<file path="config.mk">
export PLATFORM = sky130hd
export DESIGN_NAME = apb_master_flat
export DESIGN_NICKNAME = d
export VERILOG_FILES = /design/src/rtl/apb_master_pkg.sv /design/src/rtl/apb_master_if.sv /design/src/rtl/apb_master_wdog_cnt.sv /design/src/rtl/apb_master.sv /design/src/flat_wrapper.sv
export SDC_FILE = /design/constraint.sdc
export NUM_CORES = 1
export LEC_CHECK = 0
export CAP_MARGIN = 20
export CORE_MARGIN = 5
export CORE_UTILIZATION = 49
export CTS_BUF_LIST = sky130_fd_sc_hd__clkbuf_8
export CTS_CLUSTER_DIAMETER = 80
export CTS_CLUSTER_SIZE = 30
export DETAILED_ROUTE_END_ITERATION = 8
export PLACE_DENSITY = 0.89
export SLEW_MARGIN = 0
export SYNTH_ARGS = -nofsm -noshare
export SYNTH_HDL_FRONTEND = slang
export SYNTH_SLANG_ARGS = --single-unit
</file>
<file path="constraint.sdc">
create_clock -name pclk -period 3.04 [get_ports pclk]
set_input_delay 0.608 -clock pclk [delete_from_list [all_inputs] [get_ports pclk]]
set_output_delay 0.608 -clock pclk [all_outputs]
set_load 0.05 [all_outputs]
</file>
<file path="src/rtl/apb_master_pkg.sv">
// apb_master_pkg: shared widths and FSM state encodings for the APB requester
package apb_master_pkg;
   localparam int ADDR_W_DEF = 8;
   localparam int DATA_W_DEF = 8;
   typedef logic [2:0] state_t;
   localparam state_t IDLE    = 3'd0;
   localparam state_t SETUP   = 3'd1;
   localparam state_t ACCESS  = 3'd2;
   localparam state_t CAPTURE = 3'd3;
   localparam state_t RESP    = 3'd4;
endpackage

</file>
<file path="src/rtl/apb_master_if.sv">
// apb_master_if: command/response stream plus APB bus signals between requester and its peers
interface apb_master_if
   import apb_master_pkg::*;
#(
   parameter int ADDR_W = ADDR_W_DEF,
   parameter int DATA_W = DATA_W_DEF
);
   logic              cmd_valid;
   logic              cmd_ready;
   logic              cmd_write;
   logic [ADDR_W-1:0] cmd_addr;
   logic [DATA_W-1:0] cmd_wdata;
   logic              rsp_valid;
   logic [DATA_W-1:0] rsp_rdata;
   logic              rsp_err;
   logic              psel;
   logic              penable;
   logic              pwrite;
   logic [ADDR_W-1:0] paddr;
   logic [DATA_W-1:0] pwdata;
   logic              pready;
   logic [DATA_W-1:0] prdata;
   modport master (
      input  cmd_valid, cmd_write, cmd_addr, cmd_wdata, pready, prdata,
      output cmd_ready, rsp_valid, rsp_rdata, rsp_err, psel, penable, pwrite, paddr, pwdata
   );
   modport slave (
      output cmd_valid, cmd_write, cmd_addr, cmd_wdata, pready, prdata,
      input  cmd_ready, rsp_valid, rsp_rdata, rsp_err, psel, penable, pwrite, paddr, pwdata
   );
endinterface

</file>
<file path="src/rtl/apb_master_wdog_cnt.sv">
// apb_master_wdog_cnt: saturating ACCESS-wait counter flagging when the stall budget is spent
module apb_master_wdog_cnt #(
   parameter int TIMEOUT = 16
) (
   input  logic pclk,
   input  logic preset,
   input  logic clr,
   input  logic en,
   output logic expired
);
   localparam int CW = $clog2(TIMEOUT + 1);
   logic [CW-1:0] cnt;
   assign expired = (cnt == CW'(TIMEOUT - 1));
   // count stalled cycles, holding at the expiry value so the counter never wraps
   always_ff @(posedge pclk)
      if (preset || clr) cnt <= '0;
      else if (en && !expired) cnt <= cnt + 1'b1;
endmodule

</file>
<file path="src/rtl/apb_master.sv">
// apb_master: turns a valid/ready command stream into single-outstanding APB transfers with timeout
module apb_master
   import apb_master_pkg::*;
#(
   parameter int ADDR_W  = ADDR_W_DEF,
   parameter int DATA_W  = DATA_W_DEF,
   parameter int RD_LAG  = 1,
   parameter int TIMEOUT = 16
) (
   input logic          pclk,
   input logic          preset,
   apb_master_if.master bus
);
   state_t state;
   logic   expired;
   assign bus.cmd_ready = (state == IDLE);
   apb_master_wdog_cnt #(.TIMEOUT(TIMEOUT)) u_wdog (
      .pclk    (pclk),
      .preset  (preset),
      .clr     (state == SETUP),
      .en      (state == ACCESS && !bus.pready),
      .expired (expired)
   );
   // transfer sequencing; every bus and response output is registered here
   always_ff @(posedge pclk)
      if (preset) begin
         state         <= IDLE;
         bus.psel      <= 1'b0;
         bus.penable   <= 1'b0;
         bus.pwrite    <= 1'b0;
         bus.paddr     <= '0;
         bus.pwdata    <= '0;
         bus.rsp_valid <= 1'b0;
         bus.rsp_err   <= 1'b0;
         bus.rsp_rdata <= '0;
      end else begin
         bus.rsp_valid <= (state == RESP);
         case (state)
            IDLE:
               if (bus.cmd_valid) begin
                  bus.psel   <= 1'b1;
                  bus.pwrite <= bus.cmd_write;
                  bus.paddr  <= bus.cmd_addr;
                  bus.pwdata <= bus.cmd_write ? bus.cmd_wdata : '0;
                  state      <= SETUP;
               end
            SETUP: begin
               bus.penable <= 1'b1;
               state       <= ACCESS;
            end
            ACCESS:
               if (bus.pready) begin
                  bus.psel    <= 1'b0;
                  bus.penable <= 1'b0;
                  bus.rsp_err <= 1'b0;
                  if (bus.pwrite || RD_LAG == 0) begin
                     bus.rsp_rdata <= bus.pwrite ? '0 : bus.prdata;
                     state         <= RESP;
                  end else state <= CAPTURE;
               end else if (expired) begin
                  bus.psel      <= 1'b0;
                  bus.penable   <= 1'b0;
                  bus.rsp_err   <= 1'b1;
                  bus.rsp_rdata <= '0;
                  state         <= RESP;
               end
            CAPTURE: begin
               bus.rsp_rdata <= bus.prdata;
               state         <= RESP;
            end
            RESP: state <= IDLE;
            default: state <= IDLE;
         endcase
      end
endmodule

</file>
<file path="src/flat_wrapper.sv">
// flat-port wrapper written by rule: the top's interface ports become plain ports
module apb_master_flat import apb_master_pkg::*;
#(
   parameter int ADDR_W  = ADDR_W_DEF,
   parameter int DATA_W  = DATA_W_DEF,
   parameter int RD_LAG  = 1,
   parameter int TIMEOUT = 16
)
  (pclk, preset, bus_cmd_valid, bus_cmd_write, bus_cmd_addr, bus_cmd_wdata, bus_pready, bus_prdata, bus_cmd_ready, bus_rsp_valid, bus_rsp_rdata, bus_rsp_err, bus_psel, bus_penable, bus_pwrite, bus_paddr, bus_pwdata);
  apb_master_if #(.ADDR_W(ADDR_W), .DATA_W(DATA_W)) bus_i ();
  input logic pclk;
  input logic preset;
  input wire logic [$bits(bus_i.cmd_valid)-1:0] bus_cmd_valid;
  input wire logic [$bits(bus_i.cmd_write)-1:0] bus_cmd_write;
  input wire logic [$bits(bus_i.cmd_addr)-1:0] bus_cmd_addr;
  input wire logic [$bits(bus_i.cmd_wdata)-1:0] bus_cmd_wdata;
  input wire logic [$bits(bus_i.pready)-1:0] bus_pready;
  input wire logic [$bits(bus_i.prdata)-1:0] bus_prdata;
  output wire logic [$bits(bus_i.cmd_ready)-1:0] bus_cmd_ready;
  output wire logic [$bits(bus_i.rsp_valid)-1:0] bus_rsp_valid;
  output wire logic [$bits(bus_i.rsp_rdata)-1:0] bus_rsp_rdata;
  output wire logic [$bits(bus_i.rsp_err)-1:0] bus_rsp_err;
  output wire logic [$bits(bus_i.psel)-1:0] bus_psel;
  output wire logic [$bits(bus_i.penable)-1:0] bus_penable;
  output wire logic [$bits(bus_i.pwrite)-1:0] bus_pwrite;
  output wire logic [$bits(bus_i.paddr)-1:0] bus_paddr;
  output wire logic [$bits(bus_i.pwdata)-1:0] bus_pwdata;
  assign bus_i.cmd_valid = bus_cmd_valid;
  assign bus_i.cmd_write = bus_cmd_write;
  assign bus_i.cmd_addr = bus_cmd_addr;
  assign bus_i.cmd_wdata = bus_cmd_wdata;
  assign bus_i.pready = bus_pready;
  assign bus_i.prdata = bus_prdata;
  assign bus_cmd_ready = bus_i.cmd_ready;
  assign bus_rsp_valid = bus_i.rsp_valid;
  assign bus_rsp_rdata = bus_i.rsp_rdata;
  assign bus_rsp_err = bus_i.rsp_err;
  assign bus_psel = bus_i.psel;
  assign bus_penable = bus_i.penable;
  assign bus_pwrite = bus_i.pwrite;
  assign bus_paddr = bus_i.paddr;
  assign bus_pwdata = bus_i.pwdata;
  apb_master #(.ADDR_W(ADDR_W), .DATA_W(DATA_W), .RD_LAG(RD_LAG), .TIMEOUT(TIMEOUT)) u_core (.pclk(pclk), .preset(preset), .bus(bus_i));
endmodule
</file>
==> results.rst, run 1 <==
.. list-table::
   :header-rows: 1

   * - Metric
     - Value
   * - Switching part of the total power
     - 0.303
   * - Worst path buffer plus inverter count
     - 1
   * - Hold Path Stages
     - 2
   * - Data required time of the worst path
     - roughly 2.4 ns
   * - Clk_lat worst skew
     - 0.29 ns
   * - Post-synthesis net count
     - around 220
   * - Final period utilization
     - 0.761
   * - Most frequent cells in the layout
     - sky130_fd_sc_hd__clkdlybuf4s50_1, sky130_fd_sc_hd__dfxtp_1, sky130_fd_sc_hd__nand2_1, sky130_fd_sc_hd__a21oi_1
   * - Residual antenna-violating net count after detailed routing
     - 0
   * - CTS H-Tree Depth
     - 2
   * - Wirelength, routed
     - 3.79 mm
   * - Combinational family with the most area after synthesis
     - simple AND/OR/NAND/NOR gates
   * - Normalized max-slew margin
     - 0.629
   * - Sequential fraction of the synthesis area
     - 0.475
   * - Highest clock frequency the design can meet
     - roughly 430 MHz
   * - Flop pwr share
     - 0.476
   * - Die Span Y
     - 66.4 um
   * - Maximum Capacitance Violations
     - 0
   * - Count of hold buffers inserted by post-cts repair
     - 0
   * - Endpoint of the most critical register-to-register path
     - u_core.u_wdog.cnt[3]
   * - Maximum number of pins on one net before global-route repair
     - 21
   * - Final Hold Slack
     - 0.453 ns
   * - Outcome
     - complete, no violations
   * - Critical Path Slowest Stage Cell
     - sky130_fd_sc_hd__clkdlybuf4s50_1
   * - Number of diodes
     - 0
   * - Maximum count of clock buffers along a single path
     - 2
   * - Leakage power figure
     - 0.809 nW
   * - Final count of hold timing violations
     - 0
   * - Maximum fanout along the worst path
     - 2
   * - Peak supply drop
     - between 0.0004 and 0.0005 V
   * - Pwr per Cell Area
     - around 490 nW/um^2
   * - Cell Rows
     - 20
   * - Compound-cell area share of the yosys netlist
     - 0.168
   * - Area share of xor/xnor cells in the synthesized design
     - 0
   * - Count of warnings emitted by yosys
     - 0
   * - Router iterations before antenna repair
     - 4
   * - Buffers added on ports
     - 58
   * - End of the worst hold path
     - u_core.bus.paddr[6]
   * - Post-synthesis mux area share
     - 0.00642
   * - Global-route wire length before repair
     - about 6.2 mm
   * - Vias post-DR
     - 1507
   * - Post-cts repair resize count
     - 0
   * - Tightest Hold Check Type
     - reg -> reg
   * - Simple-Gate Fraction of Synth Area
     - 0.281
   * - Crit Path Class
     - reg -> out
   * - Total internal power
     - around 760 uW
   * - WP data arrival
     - around 1.7 ns
   * - Adder-cell area share of the yosys netlist
     - 0.0160
   * - Area growth from synthesis to final layout
     - 44.3%
   * - Residual overflow from global routing
     - 0
   * - DP Wirelength
     - between 2 and 3 mm
   * - Number of top-level design ports
     - 59
   * - Number of distinct library cells after synthesis
     - 32
   * - Initial antenna violation count
     - 0
   * - Layout net count
     - 270
   * - Starting density of the core
     - 0.511
   * - Reg2Reg Launch Point
     - u_core.u_wdog.cnt[0]
   * - Die extent in x
     - around 66 um
   * - Final routed DRC violation total
     - 0
   * - Part of the total power dissipated in the clock network
     - 0.291
   * - Fraction of final layout cells sized beyond drive strength 1
     - 0.0708
   * - Final RePlAce weighted congestion
     - around 0.84
   * - Fill cell instance count of the final layout
     - between 200 and 250
   * - Clock Sinks
     - 37
   * - DRC violation total after the first TritonRoute iteration
     - approximately 160
   * - Cell chosen for the clock root
     - sky130_fd_sc_hd__clkbuf_8
   * - Clock input transition at the sequential cells of the worst setup and hold paths
     - about 0.070 ns
   * - CTS buffer count
     - 5
   * - Cells after Synth
     - ~180
   * - Number of global-route vias before repair
     - approximately 1400
   * - Post-layout min period
     - 2.31 ns
   * - Most common cell after layout, fill and taps aside
     - sky130_fd_sc_hd__clkdlybuf4s50_1
   * - Cells along the critical path
     - nor3_1, clkdlybuf4s50_1
   * - Top area cells in the synthesized netlist
     - sky130_fd_sc_hd__dfxtp_1, sky130_fd_sc_hd__a21oi_1, sky130_fd_sc_hd__nand2_1, sky130_fd_sc_hd__a211oi_1, sky130_fd_sc_hd__and4b_1
   * - Tot GR Track Use
     - 0.186
   * - Number of synthesized register bits
     - 37
   * - Worst Clk Skew
     - roughly 0.0053 ns
   * - Final setup violation count
     - 0
   * - Placeable core region
     - 3050 um^2
   * - Post-Synthesis Mean Instance Area
     - about 8.5 um^2
   * - Number of buffers inserted to repair setup after CTS
     - 0
   * - Startpoint of the lowest-slack hold path
     - u_core.bus.paddr[6]
   * - Post-DR wirelength/cell
     - between 10 and 15 um
   * - Setup TNS
     - 0 ns
   * - Largest area contributor in the netlist
     - sky130_fd_sc_hd__dfxtp_1
   * - Final Max Tran Viols
     - 0
   * - Reg2reg setup slack
     - 1.07 ns
   * - TritonCTS clock tree
     - done
   * - Transition time of the tightest slew-check pin
     - between 0.5 and 0.6 ns
   * - Synthesized cell area
     - 1560 um^2
   * - Via density
     - between 5 and 6
   * - P_sw
     - approximately 330 uW
   * - Count of cells along the worst register-to-register path
     - 6
   * - Worst Setup Start Kind
     - register
   * - Overall die area
     - 4410 um^2
   * - Kind of end point of the critical path
     - output pin
   * - CP peak stage delay
     - between 0.8 and 0.9 ns
   * - Yosys top cell area share
     - 0.475
   * - Family with the most delay on the worst path
     - buffers and inverters
   * - Combinational group share of total power
     - 0.233
   * - RSZ-0062 raised after global routing
     - no
==> synthesized netlist by cell type <==
master / count
sky130_fd_sc_hd__or4_1: 1
sky130_fd_sc_hd__buf_2: 3
sky130_fd_sc_hd__nor3_1: 9
sky130_fd_sc_hd__dfxtp_1: 37
sky130_fd_sc_hd__clkbuf_1: 10
sky130_fd_sc_hd__mux2i_1: 1
sky130_fd_sc_hd__or3b_2: 1
sky130_fd_sc_hd__o21ai_0: 4
sky130_fd_sc_hd__o31ai_1: 1
sky130_fd_sc_hd__a21oi_1: 23
sky130_fd_sc_hd__or3_1: 2
sky130_fd_sc_hd__a311oi_1: 1
sky130_fd_sc_hd__buf_1: 1
sky130_fd_sc_hd__nand2b_1: 2
sky130_fd_sc_hd__nor4b_1: 2
sky130_fd_sc_hd__inv_1: 3
sky130_fd_sc_hd__or2_2: 1
sky130_fd_sc_hd__clkbuf_2: 1
sky130_fd_sc_hd__nor4b_2: 1
sky130_fd_sc_hd__o22ai_1: 2
sky130_fd_sc_hd__or4b_2: 1
sky130_fd_sc_hd__nand3_1: 11
sky130_fd_sc_hd__ha_1: 2
sky130_fd_sc_hd__and4b_1: 8
sky130_fd_sc_hd__and3_1: 1
sky130_fd_sc_hd__a211oi_1: 12
sky130_fd_sc_hd__nor3b_1: 1
sky130_fd_sc_hd__nand2_1: 27
sky130_fd_sc_hd__or3b_1: 1
sky130_fd_sc_hd__nor2_1: 12
sky130_fd_sc_hd__o21bai_1: 1
sky130_fd_sc_hd__buf_6: 1
==> how the worst max path moves through the flow <==
| stage | startpoint | endpoint | cells past startpoint |
|---|---|---|---|
| after global placement | bus_cmd_valid | u_core.bus.pwdata[6] | 4 |
| after CTS | u_core.state[2] | bus_cmd_ready | 2 |
| after global routing | u_core.state[2] | bus_cmd_ready | 2 |
| after detailed placement | bus_cmd_valid | u_core.bus.paddr[3] | 4 |
| final | u_core.state[2] | bus_cmd_ready | 2 |
| after floorplan | u_core.state[1] | bus_cmd_ready | 3 |
==> per-layer routing <==
| layer | global-route usage | up-vias | routed length (um) |
|---|---|---|---|
| met5 | 0 | - | 0 |
| met4 | 0.102 | 0 | 97 |
| met3 | 0.0799 | 9 | 378 |
| met2 | 0.278 | 58 | 1700 |
| met1 | 0.222 | 676 | 1620 |
| li1 | - | 764 | - |
==> state kept, by name, indices dropped and copies added (netlist names) <==
register,count
u_core.bus.paddr,8
u_core.bus.pwdata,8
u_core.bus.rsp_rdata,8
u_core.u_wdog.cnt,5
u_core.state,3
u_core.bus.penable,1
u_core.bus.psel,1
u_core.bus.pwrite,1
u_core.bus.rsp_err,1
u_core.bus.rsp_valid,1
==> cells by family after synthesis <==
family | Yosys count
AOI/OAI and AO/OA | 44
adders and majority gates | 2
buffers and inverters | 19
DFF | 37
muxes | 1
and+or+nand+nor | 81
==> power groups by stage <==
stage	Clock [mW]	Combinational, mW	Sequential (mW)
floorplan	0	0.0921	0.595
global placement	0	0.253	0.530
detailed placement	0	0.256	0.531
CTS	0.334	0.257	0.520
global route	0.357	0.273	0.523
finish	0.318	0.255	0.520
==> final cells by class <==
| class | count | area [um^2] | share of cell area |
|---|---|---|---|
| Tap cell | 44 | 55.1 | 0.0245 |
| Clock buffer | 5 | 68.8 | 0.0306 |
| Inverter | 3 | 11.3 | 0.00500 |
| Sequential cell | 37 | 741 | 0.329 |
| Clock inverter | 3 | 13.8 | 0.00611 |
| Timing Repair Buffer | 64 | 626 | 0.278 |
| Multi-Input combinational cell | 128 | 736 | 0.327 |
==> stage by stage <==
| step | total power [mW] | cells | utilization | worst slack (ns) | instance area (um^2) |
|---|---|---|---|---|---|
| floorplan | 0.688 | 184 | - | 0.734 | 1560 |
| global placement | 0.783 | 276 | 0.710 | 0.811 | 2170 |
| detailed placement | 0.787 | 276 | 0.710 | 0.775 | 2170 |
| CTS | 1.11 | 284 | 0.737 | 0.693 | 2250 |
| global route | 1.15 | 284 | 0.737 | 0.610 | 2250 |
| finish | 1.09 | 284 | 0.737 | 0.728 | 2250 |
==> worst reg2reg max path, cell delays in order (launching register included) <==
cell                      delay (ns)
sky130_fd_sc_hd__dfxtp_1        0.34
sky130_fd_sc_hd__ha_1           0.21
sky130_fd_sc_hd__and3_1         0.18
sky130_fd_sc_hd__ha_1           0.22
sky130_fd_sc_hd__or2_2          0.33
sky130_fd_sc_hd__or4_1          0.48
sky130_fd_sc_hd__a21oi_1        0.14
(Power assumes the default switching activity.)
==> inputs of run 2 (changes only) <==
- CORE_UTILIZATION: 49 -> 41
- PLACE_DENSITY: 0.89 -> 0.79
- clock period: 3.04 -> 1.9 ns (I/O delays scaled with it)
==> run 2 against run 1 <==
  * Setup slack got worse by 0.68 ns
  * Clock skew fell by 0.0020 ns
  * Sequential share of layout area fell by 1.5 points
  * Power rose by 63%
  * Routed wire length rose by 1.3%
  * Critical path type unchanged
  * Clock power rose by 63%
==> results.rst, run 2 (synthesis results as in run 1) <==
.. list-table::
   :header-rows: 1

   * - Metric
     - Value
   * - Total cell area at the placement stage
     - 2260 um^2
   * - Tightest Hold Check Type
     - reg -> reg
   * - Setup TNS
     - 0 ns
   * - Worst Clk Skew
     - 0.00325 ns
   * - Maximum number of pins on one net before global-route repair
     - 19
   * - Final period utilization
     - 0.973
   * - Vias post-DR
     - ~1500
   * - Worst path buffer plus inverter count
     - 1
   * - Multi-input gate area
     - ~760 um^2
   * - Critical Path Slowest Stage Cell
     - sky130_fd_sc_hd__clkdlybuf4s50_1
   * - Number of global-route vias before repair
     - 1364
   * - Kind of end point of the critical path
     - output pin
   * - Final Max Tran Viols
     - 0
   * - Global-route wire length before repair
     - around 6.1 mm
   * - Post-DR wirelength/cell
     - 12.8 um
   * - Maximum Capacitance Violations
     - 0
   * - Number of diodes
     - 0
   * - Starting density of the core
     - 0.426
   * - Most frequent cells in the layout
     - sky130_fd_sc_hd__clkdlybuf4s50_1, sky130_fd_sc_hd__dfxtp_1, sky130_fd_sc_hd__nand2_1, sky130_fd_sc_hd__buf_4, sky130_fd_sc_hd__a21oi_1
   * - Final Hold Slack
     - around 0.45 ns
   * - Clock input transition at the sequential cells of the worst setup and hold paths
     - 0.07 ns
   * - Wirelength, routed
     - between 3 and 4 mm
   * - Cells along the critical path
     - clkdlybuf4s50_1
   * - TritonCTS clock tree
     - done
   * - Area growth from synthesis to final layout
     - 51.2%
   * - Placeable core region
     - between 3000 and 4000 um^2
   * - Overall die area
     - 5140 um^2
   * - Final routed DRC violation total
     - 0
   * - Transition time of the tightest slew-check pin
     - approximately 0.5 ns
   * - Peak supply drop
     - about 0.00046 V
   * - Most common cell after layout, fill and taps aside
     - sky130_fd_sc_hd__clkdlybuf4s50_1
   * - CTS H-Tree Depth
     - 2
   * - Overall power of the completed layout
     - approximately 1.8 mW
   * - Residual overflow from global routing
     - 0
   * - Clk_lat worst skew
     - ~0.29 ns
   * - CTS buffer count
     - 5
   * - Tot GR Track Use
     - 0.150
   * - Layout net count
     - between 200 and 300
   * - DRC violation total after the first TritonRoute iteration
     - 62
   * - Maximum count of clock buffers along a single path
     - 2
   * - Pwr per Cell Area
     - roughly 760 nW/um^2
   * - Outcome
     - complete, no violations
   * - Family with the most delay on the worst path
     - buffers and inverters
   * - Number of buffers inserted to repair setup after CTS
     - 0
   * - Largest regs
     - u_core.bus.paddr (8), u_core.bus.pwdata (8), u_core.bus.rsp_rdata (8)
   * - Final RePlAce weighted congestion
     - slightly below 0.7
   * - Data required time of the worst path
     - between 1.5 and 2 ns
   * - Reg2reg setup slack
     - ~0.060 ns
   * - Maximum fanout along the worst path
     - 3
   * - DP Wirelength
     - between 2 and 3 mm
   * - Clock Sinks
     - 37
   * - Cell Rows
     - 22
   * - Final setup violation count
     - 0
   * - Cell chosen for the clock root
     - sky130_fd_sc_hd__clkbuf_8
   * - CP peak stage delay
     - approximately 0.81 ns
   * - Router iterations before antenna repair
     - 4
   * - Normalized max-slew margin
     - 0.660
   * - Final count of hold timing violations
     - 0
   * - Via density
     - approximately 5.1
   * - Highest clock frequency the design can meet
     - roughly 540 MHz
   * - Sequential Area
     - 742 um^2
   * - Initial antenna violation count
     - 0
   * - Die extent in x
     - around 72 um
   * - Fill cell instance count of the final layout
     - slightly above 300
   * - Worst Setup Start Kind
     - register
   * - Fraction of final layout cells sized beyond drive strength 1
     - 0.171
   * - Final Cell Area
     - approximately 2400 um^2
   * - Crit Path Class
     - reg -> out
   * - Post-layout min period
     - approximately 1.8 ns
   * - Residual antenna-violating net count after detailed routing
     - 0
   * - WP data arrival
     - about 1.5 ns
   * - Leakage power figure
     - 0.883 nW
   * - Number of top-level design ports
     - just under 60
   * - Buffers added on ports
     - a little under 60
   * - Die Span Y
     - between 70 and 80 um
-- run 2: metal layers --
layer | GRT usage | share of wire
met4 | 0.0501 | 0.012
met5 | 0 | 0
met3 | 0.0757 | 0.094
met1 | 0.169 | 0.43
met2 | 0.244 | 0.46
-- run 2: timing repair --
action,CTS,global route
pin swaps,0,5
gates resized for setup,1,5
endpoints found under the setup margin,1,12
hold buffers,0,0
-- run 2: cell type report --
cell class,instances,area share
Sequential cell,37,0.314
Clock inverter,3,0.00583
Inverter,3,0.00477
Tap cell,48,0.0255
Multi-Input combinational cell,128,0.320
Clock buffer,5,0.0292
Timing Repair Buffer,76,0.300
-- run 2: worst paths after layout --
path,cells past startpoint,start,to
max reg2reg,6,u_core.u_wdog.cnt[0],u_core.u_wdog.cnt[2]
min,2,u_core.bus.pwdata[5],u_core.bus.pwdata[5]
min reg2reg,2,u_core.bus.pwdata[5],u_core.bus.pwdata[5]
max,1,u_core.bus.penable,bus_penable
-- run 2: metrics by stage --
stage / instances / setup slack, ns / util
floorplan: 184 / 0.0664 / -
global placement: 292 / 0.0187 / 0.618
detailed placement: 292 / -0.0121 / 0.618
CTS: 300 / 0.0115 / 0.640
global route: 300 / -0.0615 / 0.645
finish: 300 / 0.0517 / 0.645
-- run 2: power by group --
part | leakage [nW] | switching [mW] | internal [mW]
Sequential | 0.302 | 0.0226 | 0.812
Clock | 0.0491 | 0.268 | 0.248
Combinational | 0.533 | 0.252 | 0.183
==> inputs of run 3 (changes only) <==
- SKIP_LAST_GASP: not set -> 1
==> results of run 3 <==
No change in the layout: final DEF, timing and power equal those of run 2.
